==> src/rtl/key_note_ctrl.sv <==
// Piano key/octave front end: sync + debounce ten buttons, pick the lowest held key, drive ring/half-period.
// Latency raw edge -> outputs is 2 + DEBOUNCE_CYCLES + 1 cycles; no backpressure, outputs are level-valued.
module key_note_ctrl #(
  parameter logic [19:0] DEBOUNCE_CYCLES = 20'd1_000_000,
  parameter logic [24:0] SUSTAIN_CYCLES  = 25'd10_000_000
) (
  input  logic        iClk,
  input  logic        iReset,
  input  logic [7:0]  iKey,
  input  logic        iOctUp,
  input  logic        iOctDn,
  output logic        oRing,
  output logic [20:0] oFreq,
  output logic [2:0]  oNoteIdx,
  output logic [1:0]  oOctave
);

  typedef enum logic [1:0] {
    IDLE    = 2'd0,
    PLAY    = 2'd1,
    SUSTAIN = 2'd2
  } state_e;

  localparam logic [1:0] OCT_UP = 2'b01;
  localparam logic [1:0] OCT_DN = 2'b11;

  // bits 7:0 keys, bit 8 octave up, bit 9 octave down
  logic [9:0]       raw;
  logic [9:0]       sync1_q, sync1_d;
  logic [9:0]       sync2_q, sync2_d;
  logic [9:0]       deb_q, deb_d;
  logic [9:0][19:0] cnt_q, cnt_d;
  logic [1:0]       btn_prev_q, btn_prev_d;
  logic [1:0]       octave_q, octave_d;
  state_e           state_q, state_d;
  logic [24:0]      sus_cnt_q, sus_cnt_d;
  logic             ring_q, ring_d;
  logic [2:0]       note_q, note_d;
  logic [20:0]      freq_q, freq_d;
  logic             key_any;
  logic [2:0]       key_idx;
  logic             up_rise, dn_rise;

  assign raw = {iOctDn, iOctUp, iKey};

  function automatic logic [20:0] half_period(input logic [2:0] idx, input logic [1:0] oct);
    logic [20:0] base;
    case (idx)
      3'd0:    base = 21'd191113;
      3'd1:    base = 21'd170262;
      3'd2:    base = 21'd151686;
      3'd3:    base = 21'd143173;
      3'd4:    base = 21'd127551;
      3'd5:    base = 21'd113636;
      3'd6:    base = 21'd101239;
      default: base = 21'd95557;
    endcase
    case (oct)
      OCT_UP:  return base >> 1;
      OCT_DN:  return base << 1;
      default: return base;
    endcase
  endfunction

  always_comb begin
    sync1_d = raw;
    sync2_d = sync1_q;
    deb_d   = deb_q;
    cnt_d   = cnt_q;
    for (int i = 0; i < 10; i++) begin
      if (sync2_q[i] == deb_q[i]) begin
        cnt_d[i] = '0;
      end else if (cnt_q[i] + 20'd1 == DEBOUNCE_CYCLES) begin
        cnt_d[i] = '0;
        deb_d[i] = ~deb_q[i];
      end else begin
        cnt_d[i] = cnt_q[i] + 20'd1;
      end
    end
  end

  // Simultaneous up and down presses cancel out.
  always_comb begin
    btn_prev_d = deb_q[9:8];
    up_rise    = deb_q[8] & ~btn_prev_q[0];
    dn_rise    = deb_q[9] & ~btn_prev_q[1];
    octave_d   = octave_q;
    if (up_rise && !dn_rise && octave_q != OCT_UP) begin
      octave_d = octave_q + 2'd1;
    end else if (dn_rise && !up_rise && octave_q != OCT_DN) begin
      octave_d = octave_q - 2'd1;
    end
  end

  always_comb begin
    key_any = |deb_q[7:0];
    key_idx = 3'd0;
    for (int i = 7; i >= 0; i--) begin
      if (deb_q[i]) key_idx = 3'(i);
    end
  end

  always_comb begin
    state_d   = state_q;
    sus_cnt_d = sus_cnt_q;
    case (state_q)
      IDLE: begin
        if (key_any) state_d = PLAY;
      end
      PLAY: begin
        if (!key_any) begin
          sus_cnt_d = '0;
          state_d   = (SUSTAIN_CYCLES == 25'd0) ? IDLE : SUSTAIN;
        end
      end
      SUSTAIN: begin
        if (key_any) begin
          state_d   = PLAY;
          sus_cnt_d = '0;
        end else if (sus_cnt_q + 25'd1 == SUSTAIN_CYCLES) begin
          state_d   = IDLE;
          sus_cnt_d = '0;
        end else begin
          sus_cnt_d = sus_cnt_q + 25'd1;
        end
      end
      default: begin
        state_d   = IDLE;
        sus_cnt_d = '0;
      end
    endcase
    ring_d = (state_d != IDLE);
    note_d = key_any ? key_idx : note_q;
    freq_d = half_period(note_d, octave_d);
  end

  always_ff @(posedge iClk) begin
    if (iReset) begin
      sync1_q    <= '0;
      sync2_q    <= '0;
      deb_q      <= '0;
      cnt_q      <= '0;
      btn_prev_q <= '0;
      octave_q   <= '0;
      state_q    <= IDLE;
      sus_cnt_q  <= '0;
      ring_q     <= 1'b0;
      note_q     <= '0;
      freq_q     <= '0;
    end else begin
      sync1_q    <= sync1_d;
      sync2_q    <= sync2_d;
      deb_q      <= deb_d;
      cnt_q      <= cnt_d;
      btn_prev_q <= btn_prev_d;
      octave_q   <= octave_d;
      state_q    <= state_d;
      sus_cnt_q  <= sus_cnt_d;
      ring_q     <= ring_d;
      note_q     <= note_d;
      freq_q     <= freq_d;
    end
  end

  assign oRing    = ring_q;
  assign oFreq    = freq_q;
  assign oNoteIdx = note_q;
  assign oOctave  = octave_q;

endmodule

==> config.mk <==
export PLATFORM = sky130hd
export DESIGN_NAME = key_note_ctrl
export DESIGN_NICKNAME = d
export VERILOG_FILES = /design/src/rtl/key_note_ctrl.sv
export SDC_FILE = /design/constraint.sdc
export NUM_CORES = 1
export LEC_CHECK = 0
export BUFFER_PORTS_ARGS = -buffer_cell sky130_fd_sc_hd__buf_2
export CAP_MARGIN = 15
export CORE_AREA = 2 2 151 153
export CTS_CLUSTER_SIZE = 40
export DETAILED_ROUTE_END_ITERATION = 7
export DIE_AREA = 0 0 153 155
export GPL_TIMING_DRIVEN = 0
export PLACE_DENSITY = 0.81
export SETUP_SLACK_MARGIN = 0.3
export SYNTH_ARGS = -nofsm -noshare
export SYNTH_HDL_FRONTEND = slang
export SYNTH_SLANG_ARGS = --single-unit
==> constraint.sdc <==
create_clock -name iClk -period 4.3 [get_ports iClk]
set_clock_uncertainty 0.05 [all_clocks]
set_input_delay 0.86 -clock iClk [delete_from_list [all_inputs] [get_ports iClk]]
set_output_delay 0.86 -clock iClk [all_outputs]
set_load 0.01 [all_outputs]
Word level (Yosys, flattened, before mapping)
Index checks and enable logic that the tools add are counted.
W data, S select, Z words.

word-level totals
  input bits = 12
  logic and storage cells = 154
  bits in registers = 286
  output and inout bits = 27

operators by class
  mux-type cells = 22
  bitwise operators = 25
  add/subtract/negate cells = 13
  reductions and logical operators = 31
  equality and inequality tests = 34

operator list
  cell                     number
  $add A20 B1 Y20 const B  10
  $eq A20 B20 Y1 const B   10
  $pmux W18 S7             1
  $mux W25                 3
  $pmux W25 S3             1
  $pmux W21 S2             1
  $reduce_or A3 Y1         10
  $mux W3                  9
  $add A25 B1 Y25 const B  1
  $eq A25 B24 Y1 const B   1
  $not A1 Y1               23
  $reduce_and A2 Y1        11
  $mux W2                  6
  $eq A1 B1 Y1             10
  $eq A3 B3 Y1 const B     3
  $reduce_or A8 Y1         1
  $eq A3 B2 Y1 const B     2
  $pmux W2 S3              1
  $eq A2 B1 Y1 const B     2
  $eq A2 B2 Y1 const B     2
  $logic_and A1 B1 Y1      4
  $ne A2 B2 Y1 const B     2
  $eq A3 B1 Y1 const B     1
  $logic_not A3 Y1         1
  7 further kinds          9

Logic depth before layout (Yosys ltp)
Gate-level depths: netlist of the first run.

  depth after elaboration = 12
  gate-level depth with buffers = 12

Worst setup path before layout of the first run
Ideal clock, no wire load.

  path kind = register to register
  start point = register cnt_q[40] (netlist name)
  end point = register cnt_q[52] (netlist name)
  slack = 1665 ps
  buffers on the path = 2
  data required time = 4135 ps
  cell stages (with the launch flop) = 12
  data arrival time = 2471 ps
  clock period less this slack = 2635 ps
  setup time = 115 ps
  path through = dfxtp_1 -> ha_1 -> nand2_1 -> or2_1 -> xnor2_1 -> a31oi_1 -> or4_1 -> or4_1 -> buf_4 -> nand2_8 -> buf_6 -> nor2_1

on the way
  cells in the longest elaborated chain, start to end = 3

ends and longest elaborated chain
  what                               RTL line  RTL
  start, declared                    32        logic [9:0][19:0] cnt_q, cnt_d;
  start signal, assigned             154       cnt_q <= cnt_d;
  $add A20 B1 Y20 *                  73, 77
  $eq A20 B20 Y1                     73        end else if (cnt_q[i] + 20'd1 == DEBOUNCE_CYCLES) begin
  $reduce_or A3 Y1 (no source line)  -

Every way passes the cells marked *; elsewhere a longest branch is shown, timed or not.
A chain may end at the register's enable or synchronous reset.

Worst setup path after layout of the first run
  start point = register octave_q[1], in the netlist oOctave[1]
  end point = register freq_q[5], in the netlist oFreq[5]

on the way
  cells in the longest elaborated chain, start to end = 6

ends and longest elaborated chain
  what                                                                   RTL line  RTL
  start, declared                                                        34        logic [1:0] octave_q, octave_d;
  start signal, assigned                                                 156       octave_q <= octave_d;
  parallel branches: the longest is 3 deep, another holds $sub A2 B1 Y2  -
  $mux W2 *                                                              88        if (up_rise && !dn_rise && octave_q != OCT_UP) begin
  $eq A2 B2 Y1 or $eq A2 B1 Y1 (tied branches)                           58        case (oct)
  $pmux W21 S2 *                                                         58
  end signal, assigned                                                   161       freq_q <= freq_d;
  end, declared                                                          39        logic [20:0] freq_q, freq_d;

Every way passes the cells marked *.

==> flow_results.xml, run 1 <==
<?xml version="1.0" encoding="UTF-8"?>
<metrics>
  <group name="outcome">
    <metric name="status" unit="">complete, no violations</metric>
  </group>
  <group name="logic_synthesis">
    <metric name="yosysSeqAreaShare" unit="%">40.4</metric>
    <metric name="post_synth_and_or_nand_nor_area_fraction" unit="%">31.2</metric>
    <metric name="cell_taking_the_most_area_after_synthesis" unit="">sky130_fd_sc_hd__dfxtp_1</metric>
    <metric name="ys_types" unit="">84</metric>
    <metric name="synth.area.mux_share" unit="%">2.19</metric>
    <metric name="post_synth_most_frequent_cells" unit="">sky130_fd_sc_hd__nor2_1, sky130_fd_sc_hd__dfxtp_1, sky130_fd_sc_hd__nand2_1</metric>
    <metric name="synth.ff_latch_count" unit="">284</metric>
    <metric name="postSynthAreaPerCell" unit="um^2">8.42</metric>
    <metric name="synthXorXnorAreaFrac" unit="%">12.9</metric>
    <metric name="synth_fa_ha_area_share" unit="%">1.15</metric>
    <metric name="warnings_synthesis" unit="">0</metric>
    <metric name="synthArstFlopShare" unit="%">0</metric>
    <metric name="compound_gate_portion_of_the_synthesized_area" unit="%">9.47</metric>
    <metric name="yosys_most_used_dff" unit="">sky130_fd_sc_hd__dfxtp_1</metric>
    <metric name="synthMostInstantiatedCell" unit="">sky130_fd_sc_hd__nor2_1</metric>
    <metric name="syn-instance-count" unit="">1673</metric>
    <metric name="netlist.area_leader.share" unit="%">40.4</metric>
    <metric name="dominant_combinational_cell_family_by_area_after_synthesis" unit="">simple AND/OR/NAND/NOR gates</metric>
    <metric name="post_synth_instance_area" unit="um^2">14100</metric>
    <metric name="synth-edff-count" unit="">0</metric>
    <metric name="yosys-top-cells-area" unit="">sky130_fd_sc_hd__dfxtp_1, sky130_fd_sc_hd__nor2_1, sky130_fd_sc_hd__xnor2_1, sky130_fd_sc_hd__xor2_1, sky130_fd_sc_hd__nand2_1</metric>
  </group>
  <group name="clock_network">
    <metric name="clkSlewWorstSetupHoldPaths" unit="ns">0.06</metric>
    <metric name="cts.sinks" unit="">284</metric>
    <metric name="count_of_buffers_added_by_post_cts_timing_repair_for_setup" unit="">0</metric>
    <metric name="post_cts_resize_count" unit="">0</metric>
    <metric name="cts.path.max_buffers" unit="">3</metric>
    <metric name="ctsHtreeMaxLevel" unit="">1</metric>
    <metric name="clk-insertion-delay-late" unit="ns">0.56</metric>
    <metric name="cts_hold_repair.buffers" unit="">0</metric>
    <metric name="tritoncts" unit="">built</metric>
    <metric name="tritoncts.num_buffers" unit="">30</metric>
    <metric name="cts.root.buffer_cell" unit="">sky130_fd_sc_hd__clkbuf_16</metric>
  </group>
  <group name="timing">
    <metric name="fmax" unit="MHz">292</metric>
    <metric name="rsz0062_at_grt" unit="">false</metric>
    <metric name="slew_violations" unit="">0</metric>
    <metric name="setup_slack" unit="ns">0.870</metric>
    <metric name="timing_hold_violations_final" unit="">0</metric>
    <metric name="finalSetupViolations" unit="">0</metric>
    <metric name="layout_worst_path_cycle_share" unit="%">79.8</metric>
    <metric name="worst_slew_pin_slew" unit="ns">1.18</metric>
    <metric name="setup_total_negative_slack" unit="ns">0</metric>
    <metric name="post-route-min-period" unit="ns">3.43</metric>
    <metric name="timing.slew.headroom" unit="%">19.5</metric>
  </group>
  <group name="route">
    <metric name="remaining_number_of_nets_flagged_by_the_antenna_check_after_routing" unit="">0</metric>
    <metric name="post_drt_wl_per_cell" unit="um">14.8</metric>
    <metric name="vias_per_cell" unit="">5.85</metric>
    <metric name="via_count" unit="">11986</metric>
    <metric name="pre_repair_dr_iteration_count" unit="">6</metric>
    <metric name="wl" unit="um">30300</metric>
    <metric name="drc" unit="">0</metric>
    <metric name="drt_first_iter_violations" unit="">839</metric>
  </group>
  <group name="power">
    <metric name="clock_power_share" unit="%">50.6</metric>
    <metric name="power_leakage" unit="nW">5.51</metric>
    <metric name="powerDensity" unit="nW/um^2">353</metric>
    <metric name="netSwitchingFraction" unit="%">20.2</metric>
    <metric name="int_power" unit="mW">4.42</metric>
    <metric name="power_frac_seq" unit="%">48.0</metric>
    <metric name="power.net_switching" unit="mW">1.12</metric>
    <metric name="combPwrFrac" unit="%">1.4</metric>
    <metric name="worst_ir_drop_vdd" unit="uV">263</metric>
  </group>
  <group name="floorplan">
    <metric name="die_y" unit="um">155</metric>
    <metric name="die_area" unit="um^2">23700</metric>
    <metric name="dieWidth" unit="um">153</metric>
    <metric name="boundaryPins" unit="">39</metric>
    <metric name="num_rows" unit="">55</metric>
    <metric name="initial_standard_cell_utilization_of_the_core" unit="%">63.4</metric>
    <metric name="floorplan.core_area" unit="um^2">22200</metric>
  </group>
  <group name="placement">
    <metric name="globalplace.congestion" unit="">0.927</metric>
    <metric name="dp_slack" unit="ns">1.02</metric>
    <metric name="numPortBuffers" unit="">35</metric>
    <metric name="post_dp_hpwl" unit="um">21000</metric>
  </group>
  <group name="hold_path">
    <metric name="worstHoldPathType" unit="">flip-flop to flip-flop</metric>
    <metric name="min_path_cells" unit="">1</metric>
  </group>
  <group name="worst_setup_path">
    <metric name="worst-path-max-fanout" unit="">8</metric>
    <metric name="peak_per_stage_delay_on_the_critical_path" unit="ns">1.04</metric>
    <metric name="worstSetupEndpointType" unit="">flip-flop</metric>
    <metric name="worst_setup_path_start_kind" unit="">flip-flop</metric>
    <metric name="timing_worst_setup_path_type" unit="">flip-flop to flip-flop</metric>
    <metric name="arrival" unit="ns">3.73</metric>
    <metric name="cp_cell_instances" unit="">inv_1 -&gt; ha_1 -&gt; nor3_1 -&gt; nor2_1 -&gt; xor2_1 -&gt; nor2_1 -&gt; nor2_1 -&gt; o22ai_1 -&gt; a2111oi_0</metric>
    <metric name="timing.critical_path.mode_cell" unit="">sky130_fd_sc_hd__nor2_1</metric>
    <metric name="cp_slowest_cell" unit="">sky130_fd_sc_hd__a2111oi_0</metric>
    <metric name="critPathRequiredTime" unit="ns">4.60</metric>
    <metric name="ff2ff_path_depth" unit="">9</metric>
  </group>
  <group name="job">
    <metric name="cap_viol_max_count" unit="">0</metric>
  </group>
  <group name="global_routing">
    <metric name="grt_max_degree" unit="">15</metric>
    <metric name="grt_antenna_before_repair" unit="">0</metric>
    <metric name="grtUsageTotal" unit="%">24.7</metric>
    <metric name="globalRoute.totalOverflow" unit="">0</metric>
    <metric name="via_count_of_the_first_global_routing_pass" unit="">11037</metric>
    <metric name="grt_pass1_wl" unit="um">50300</metric>
  </group>
  <group name="finish">
    <metric name="drive_above_1_share" unit="%">8.56</metric>
    <metric name="final_core_utilization" unit="%">70.6</metric>
    <metric name="num_antenna_cells" unit="">0</metric>
    <metric name="nets" unit="">1766</metric>
    <metric name="layout.filler_cells" unit="">1763</metric>
    <metric name="syn2layout_area_growth" unit="%">11.5</metric>
  </group>
</metrics>
cells in the final DEF, fill, tap and decap left out, types with 24 or more instances in the layout:
master / count
sky130_fd_sc_hd__nand2_1: 130
sky130_fd_sc_hd__mux2i_1: 24
sky130_fd_sc_hd__nor3_1: 40
sky130_fd_sc_hd__clkbuf_1: 45
sky130_fd_sc_hd__o21ai_0: 32
sky130_fd_sc_hd__nand4_1: 48
sky130_fd_sc_hd__nand3_1: 97
sky130_fd_sc_hd__buf_2: 54
sky130_fd_sc_hd__xor2_1: 102
sky130_fd_sc_hd__dfxtp_1: 284
sky130_fd_sc_hd__nor2_1: 287
sky130_fd_sc_hd__xnor2_1: 105
sky130_fd_sc_hd__and3_1: 65
sky130_fd_sc_hd__nor2b_1: 35
sky130_fd_sc_hd__a21oi_1: 47
sky130_fd_sc_hd__clkbuf_16: 31
metrics by stage:
step                power (mW)  std cells  hold slack (ns)  cell area [um^2]
floorplan                 2.76       1674            0.362             14100
global placement          2.79       1994            0.368             14600
detailed placement        2.79       1994            0.375             14600
CTS                       5.59       2050            0.391             15700
global route              5.68       2050            0.408             15700
finish                    5.54       2050            0.388             15700
power by group through the flow:
stage | registers, mW | clock network [mW] | logic (mW)
3_3_place_gp | 2.71 | 0 | 0.0777
4_1_cts | 2.66 | 2.85 | 0.0786
6_report | 2.66 | 2.80 | 0.0780
3_5_place_dp | 2.71 | 0 | 0.0782
5_1_grt | 2.66 | 2.94 | 0.0856
2_1_floorplan | 2.71 | 0 | 0.0438
registers in the layout, indices dropped and copies added (netlist names):
name	flops
deb_q	10
state_q	2
sync1_q	10
cnt_q	200
oOctave	2
oFreq	19
oNoteIdx	3
sync2_q	10
btn_prev_q	2
sus_cnt_q	25
oRing	1
worst max-delay path, delay by kind of cell, from the launching register on:
family                     cells  cell delay, ns
adders and majority gates      1            0.19
AOI/OAI and AO/OA              2            1.12
buffers and inverters          1            0.07
and+or+nand+nor                4            0.82
DFF                            1            0.39
xor gates and xnor gates       1            0.59
per-layer routing:
metal | vias up | track usage [%] | routed length [um]
met1 | 5609 | 32.7 | 13900
met3 | 66 | 2.95 | 1380
met2 | 315 | 42.4 | 14100
li1 | 5996 | - | -
met4 | 0 | 7.98 | 890
met5 | - | 0 | 0
logic make-up (layout without fill, tap and decap cells):
group	after synthesis	after routing
xor gates and xnor gates	207	207
DFF	284	284
adders and majority gates	13	13
AOI/OAI and AO/OA	196	196
buffers and inverters	86	177
and+or+nand+nor	856	856
muxes	30	30
other	1	2
cell type report:
cell class / count / area [um^2] / share of cell area (%)
well taps: 285 / 357 / 2.27
multi-input cells: 1304 / 8010 / 51.0
clock inverters: 13 / 221 / 1.41
clock buffers: 43 / 861 / 5.48
plain buffers: 68 / 322 / 2.05
flip-flops and latches: 284 / 5690 / 36.2
inverters: 18 / 67.6 / 0.430
repair buffers: 35 / 175 / 1.12
path summary, 6_finish.rpt:
check / to / startpoint / slack, ns
worst max-delay path: oFreq[5] / oOctave[1] / 0.87
worst min-delay path: sync2_q[4] / sync1_q[4] / 0.39
worst max register to register: oFreq[5] / oOctave[1] / 0.87
worst min register to register: sync2_q[4] / sync1_q[4] / 0.39
(Power assumes the default switching activity.)
==> run 2: changes to the inputs <==
CORE_AREA = 2 2 153 155   (was 2 2 151 153)
DIE_AREA = 0 0 155 157   (was 0 0 153 155)
PLACE_DENSITY = 0.8   (was 0.81)
clock period = 3.49 ns   (was 4.3 ns; I/O delays follow)
==> run 2 against run 1 <==
Combinational power is 20% higher. Non-clock buffer count is 3 higher. First-iteration DRC count is 5.5% higher. Register-to-register slack worse by 0.47 ns. Core utilization is 0.86 points lower. Highest routed layer unchanged. Critical path type unchanged. Clock-buffer cell count is 4 lower. Final cell count hardly changed. Sequential share of layout area stayed put. Flip-flop and latch count stayed put. Die area is 2.6% higher.
==> flow_results.xml, run 2 (synthesized netlist as in run 1, its figures left out) <==
<?xml version="1.0" encoding="UTF-8"?>
<metrics>
  <group name="route">
    <metric name="remaining_number_of_nets_flagged_by_the_antenna_check_after_routing" unit="">0</metric>
    <metric name="vias_per_cell" unit="">5.76</metric>
    <metric name="wl" unit="um">30000</metric>
    <metric name="post_drt_wl_per_cell" unit="um">14.6</metric>
    <metric name="pre_repair_dr_iteration_count" unit="">5</metric>
    <metric name="drt_first_iter_violations" unit="">885</metric>
    <metric name="via_count" unit="">11799</metric>
    <metric name="drc" unit="">0</metric>
  </group>
  <group name="clock_network">
    <metric name="tritoncts.num_buffers" unit="">29</metric>
    <metric name="cts.root.buffer_cell" unit="">sky130_fd_sc_hd__clkbuf_16</metric>
    <metric name="clk-insertion-delay-late" unit="ns">0.54</metric>
    <metric name="ctsHtreeMaxLevel" unit="">1</metric>
    <metric name="clkSlewWorstSetupHoldPaths" unit="ns">0.07</metric>
    <metric name="tritoncts" unit="">built</metric>
    <metric name="cts_hold_repair.buffers" unit="">0</metric>
    <metric name="cts.path.max_buffers" unit="">3</metric>
    <metric name="cts.sinks" unit="">284</metric>
  </group>
  <group name="global_routing">
    <metric name="via_count_of_the_first_global_routing_pass" unit="">10810</metric>
    <metric name="grt_max_degree" unit="">15</metric>
    <metric name="grtUsageTotal" unit="%">24.4</metric>
    <metric name="globalRoute.totalOverflow" unit="">0</metric>
    <metric name="grt_antenna_before_repair" unit="">0</metric>
    <metric name="grt_pass1_wl" unit="um">50300</metric>
  </group>
  <group name="outcome">
    <metric name="status" unit="">complete, no violations</metric>
  </group>
  <group name="finish">
    <metric name="num_antenna_cells" unit="">0</metric>
    <metric name="syn2layout_area_growth" unit="%">11.5</metric>
    <metric name="largest-register" unit="">cnt_q</metric>
    <metric name="nets" unit="">1768</metric>
    <metric name="layout.filler_cells" unit="">1815</metric>
    <metric name="layout_common_cells" unit="">sky130_fd_sc_hd__nor2_1, sky130_fd_sc_hd__dfxtp_1, sky130_fd_sc_hd__nand2_1</metric>
    <metric name="largest_reg_flops" unit="">200</metric>
    <metric name="final-seq-area" unit="um^2">5690</metric>
    <metric name="drive_above_1_share" unit="%">9.18</metric>
    <metric name="area_taken_by_multi_input_logic_gates" unit="um^2">8070</metric>
    <metric name="mostFrequentLayoutCell" unit="">sky130_fd_sc_hd__nor2_1</metric>
  </group>
  <group name="worst_setup_path">
    <metric name="critPathRequiredTime" unit="ns">3.81</metric>
    <metric name="worst-path-max-fanout" unit="">8</metric>
    <metric name="reg2reg_slack" unit="ns">0.40</metric>
    <metric name="ff2ff_path_depth" unit="">8</metric>
    <metric name="peak_per_stage_delay_on_the_critical_path" unit="ns">0.72</metric>
    <metric name="timing.critical_path.mode_cell" unit="">sky130_fd_sc_hd__nor2_1</metric>
    <metric name="critical_path.startpoint" unit="">oOctave[0]</metric>
    <metric name="r2r_start" unit="">oOctave[0]</metric>
    <metric name="cp_cell_instances" unit="">ha_1 -&gt; and3b_1 -&gt; nor2_1 -&gt; xor2_1 -&gt; nor2_1 -&gt; nor2_1 -&gt; o22ai_1 -&gt; a2111oi_1</metric>
    <metric name="worstSetupEndpoint" unit="">oFreq[5]</metric>
    <metric name="arrival" unit="ns">3.41</metric>
    <metric name="reg2reg_to" unit="">oFreq[5]</metric>
    <metric name="timing_worst_setup_path_type" unit="">flip-flop to flip-flop</metric>
    <metric name="worst_setup_path_start_kind" unit="">flip-flop</metric>
    <metric name="cp_slowest_cell" unit="">sky130_fd_sc_hd__a2111oi_1</metric>
    <metric name="worstSetupEndpointType" unit="">flip-flop</metric>
  </group>
  <group name="timing">
    <metric name="setup_slack" unit="ns">0.404</metric>
    <metric name="layout_worst_path_cycle_share" unit="%">88.4</metric>
    <metric name="fmax" unit="MHz">324</metric>
    <metric name="post-route-min-period" unit="ns">3.09</metric>
    <metric name="finalSetupViolations" unit="">0</metric>
    <metric name="worst_slew_pin_slew" unit="ns">1.09</metric>
    <metric name="rsz0062_at_grt" unit="">true</metric>
    <metric name="timing.slew.headroom" unit="%">26.8</metric>
    <metric name="timing_hold_violations_final" unit="">0</metric>
    <metric name="slew_violations" unit="">0</metric>
    <metric name="setup_total_negative_slack" unit="ns">0</metric>
  </group>
  <group name="power">
    <metric name="powerDensity" unit="nW/um^2">420</metric>
    <metric name="power_leakage" unit="nW">5.51</metric>
    <metric name="worst_ir_drop_vdd" unit="uV">382</metric>
  </group>
  <group name="floorplan">
    <metric name="dieWidth" unit="um">155</metric>
    <metric name="die_y" unit="um">157</metric>
    <metric name="num_rows" unit="">55</metric>
    <metric name="floorplan.core_area" unit="um^2">22500</metric>
    <metric name="initial_standard_cell_utilization_of_the_core" unit="%">62.6</metric>
    <metric name="die_area" unit="um^2">24300</metric>
    <metric name="boundaryPins" unit="">39</metric>
  </group>
  <group name="hold_path">
    <metric name="worstHoldPathType" unit="">input pin to flip-flop</metric>
    <metric name="hp-start" unit="">iOctDn</metric>
  </group>
  <group name="placement">
    <metric name="globalplace.congestion" unit="">0.971</metric>
    <metric name="numPortBuffers" unit="">35</metric>
    <metric name="post_dp_hpwl" unit="um">20900</metric>
    <metric name="dp_slack" unit="ns">0.266</metric>
  </group>
  <group name="job">
    <metric name="cap_viol_max_count" unit="">0</metric>
  </group>
</metrics>
[run 2: routing by layer]
layer / vias to the layer above / wire length, um / global-route usage (%)
met1: 5477 / 14000 / 32.9
met5: - / 0 / 0
met4: 0 / 654 / 6.66
li1: 6008 / - / -
met3: 52 / 1480 / 3.30
met2: 262 / 13800 / 41.3
[run 2: timing repair]
item | 4_1_cts | 5_1_grt
setup endpoints to repair | 1 | 55
resized for setup | 1 | 10
pin swaps | 0 | 2
buffers inserted | 0 | 3
[run 2: per-stage QoR]
stage | instance area, um^2 | hold slack [ns] | utilization (%) | total power [mW] | cells
after floorplan | 14100 | 0.362 | - | 3.40 | 1674
after global placement | 14600 | 0.366 | 65.0 | 3.44 | 1994
after detailed placement | 14600 | 0.374 | 65.0 | 3.44 | 1994
after CTS | 15600 | 0.302 | 69.5 | 6.64 | 2046
after global routing | 15700 | 0.339 | 69.8 | 6.78 | 2049
final | 15700 | 0.314 | 69.8 | 6.59 | 2049
[run 2: how the worst min path moves through the flow]
stage	slack [ns]	to	cells past startpoint
after floorplan	0.36	cnt_q[60]	1
after global routing	0.34	sync1_q[5]	2
after global placement	0.37	sync2_q[4]	1
final	0.31	sync1_q[9]	2
after detailed placement	0.37	sync2_q[5]	1
after CTS	0.30	sync1_q[9]	2
[run 2: layout make-up]
cell class	instances	share of cell area, %
Tap cell	285	2.27
Sequential cell	284	36.2
Clock inverter	13	1.11
Clock buffer	39	5.31
Timing Repair Buffer	38	1.26
Inverter	18	0.430
Multi-Input combinational cell	1304	51.4
Buffer	68	2.05
[run 2: power by group]
part           leakage, nW  internal [mW]  switching, mW  total (mW)
logic                 2.72         0.0310         0.0629      0.0939
registers             2.29           3.26         0.0118        3.27
clock network        0.496           1.96           1.26        3.22
total                 5.51           5.25           1.33        6.59
[run 2: critical path: cells and delay by family (launching register included)]
| kind | cells | cell delay [ns] |
|---|---|---|
| xor+xnor | 1 | 0.63 |
| compound gates | 2 | 0.82 |
| simple gates | 4 | 0.80 |
| fa+ha+maj | 1 | 0.18 |
| flops | 1 | 0.44 |
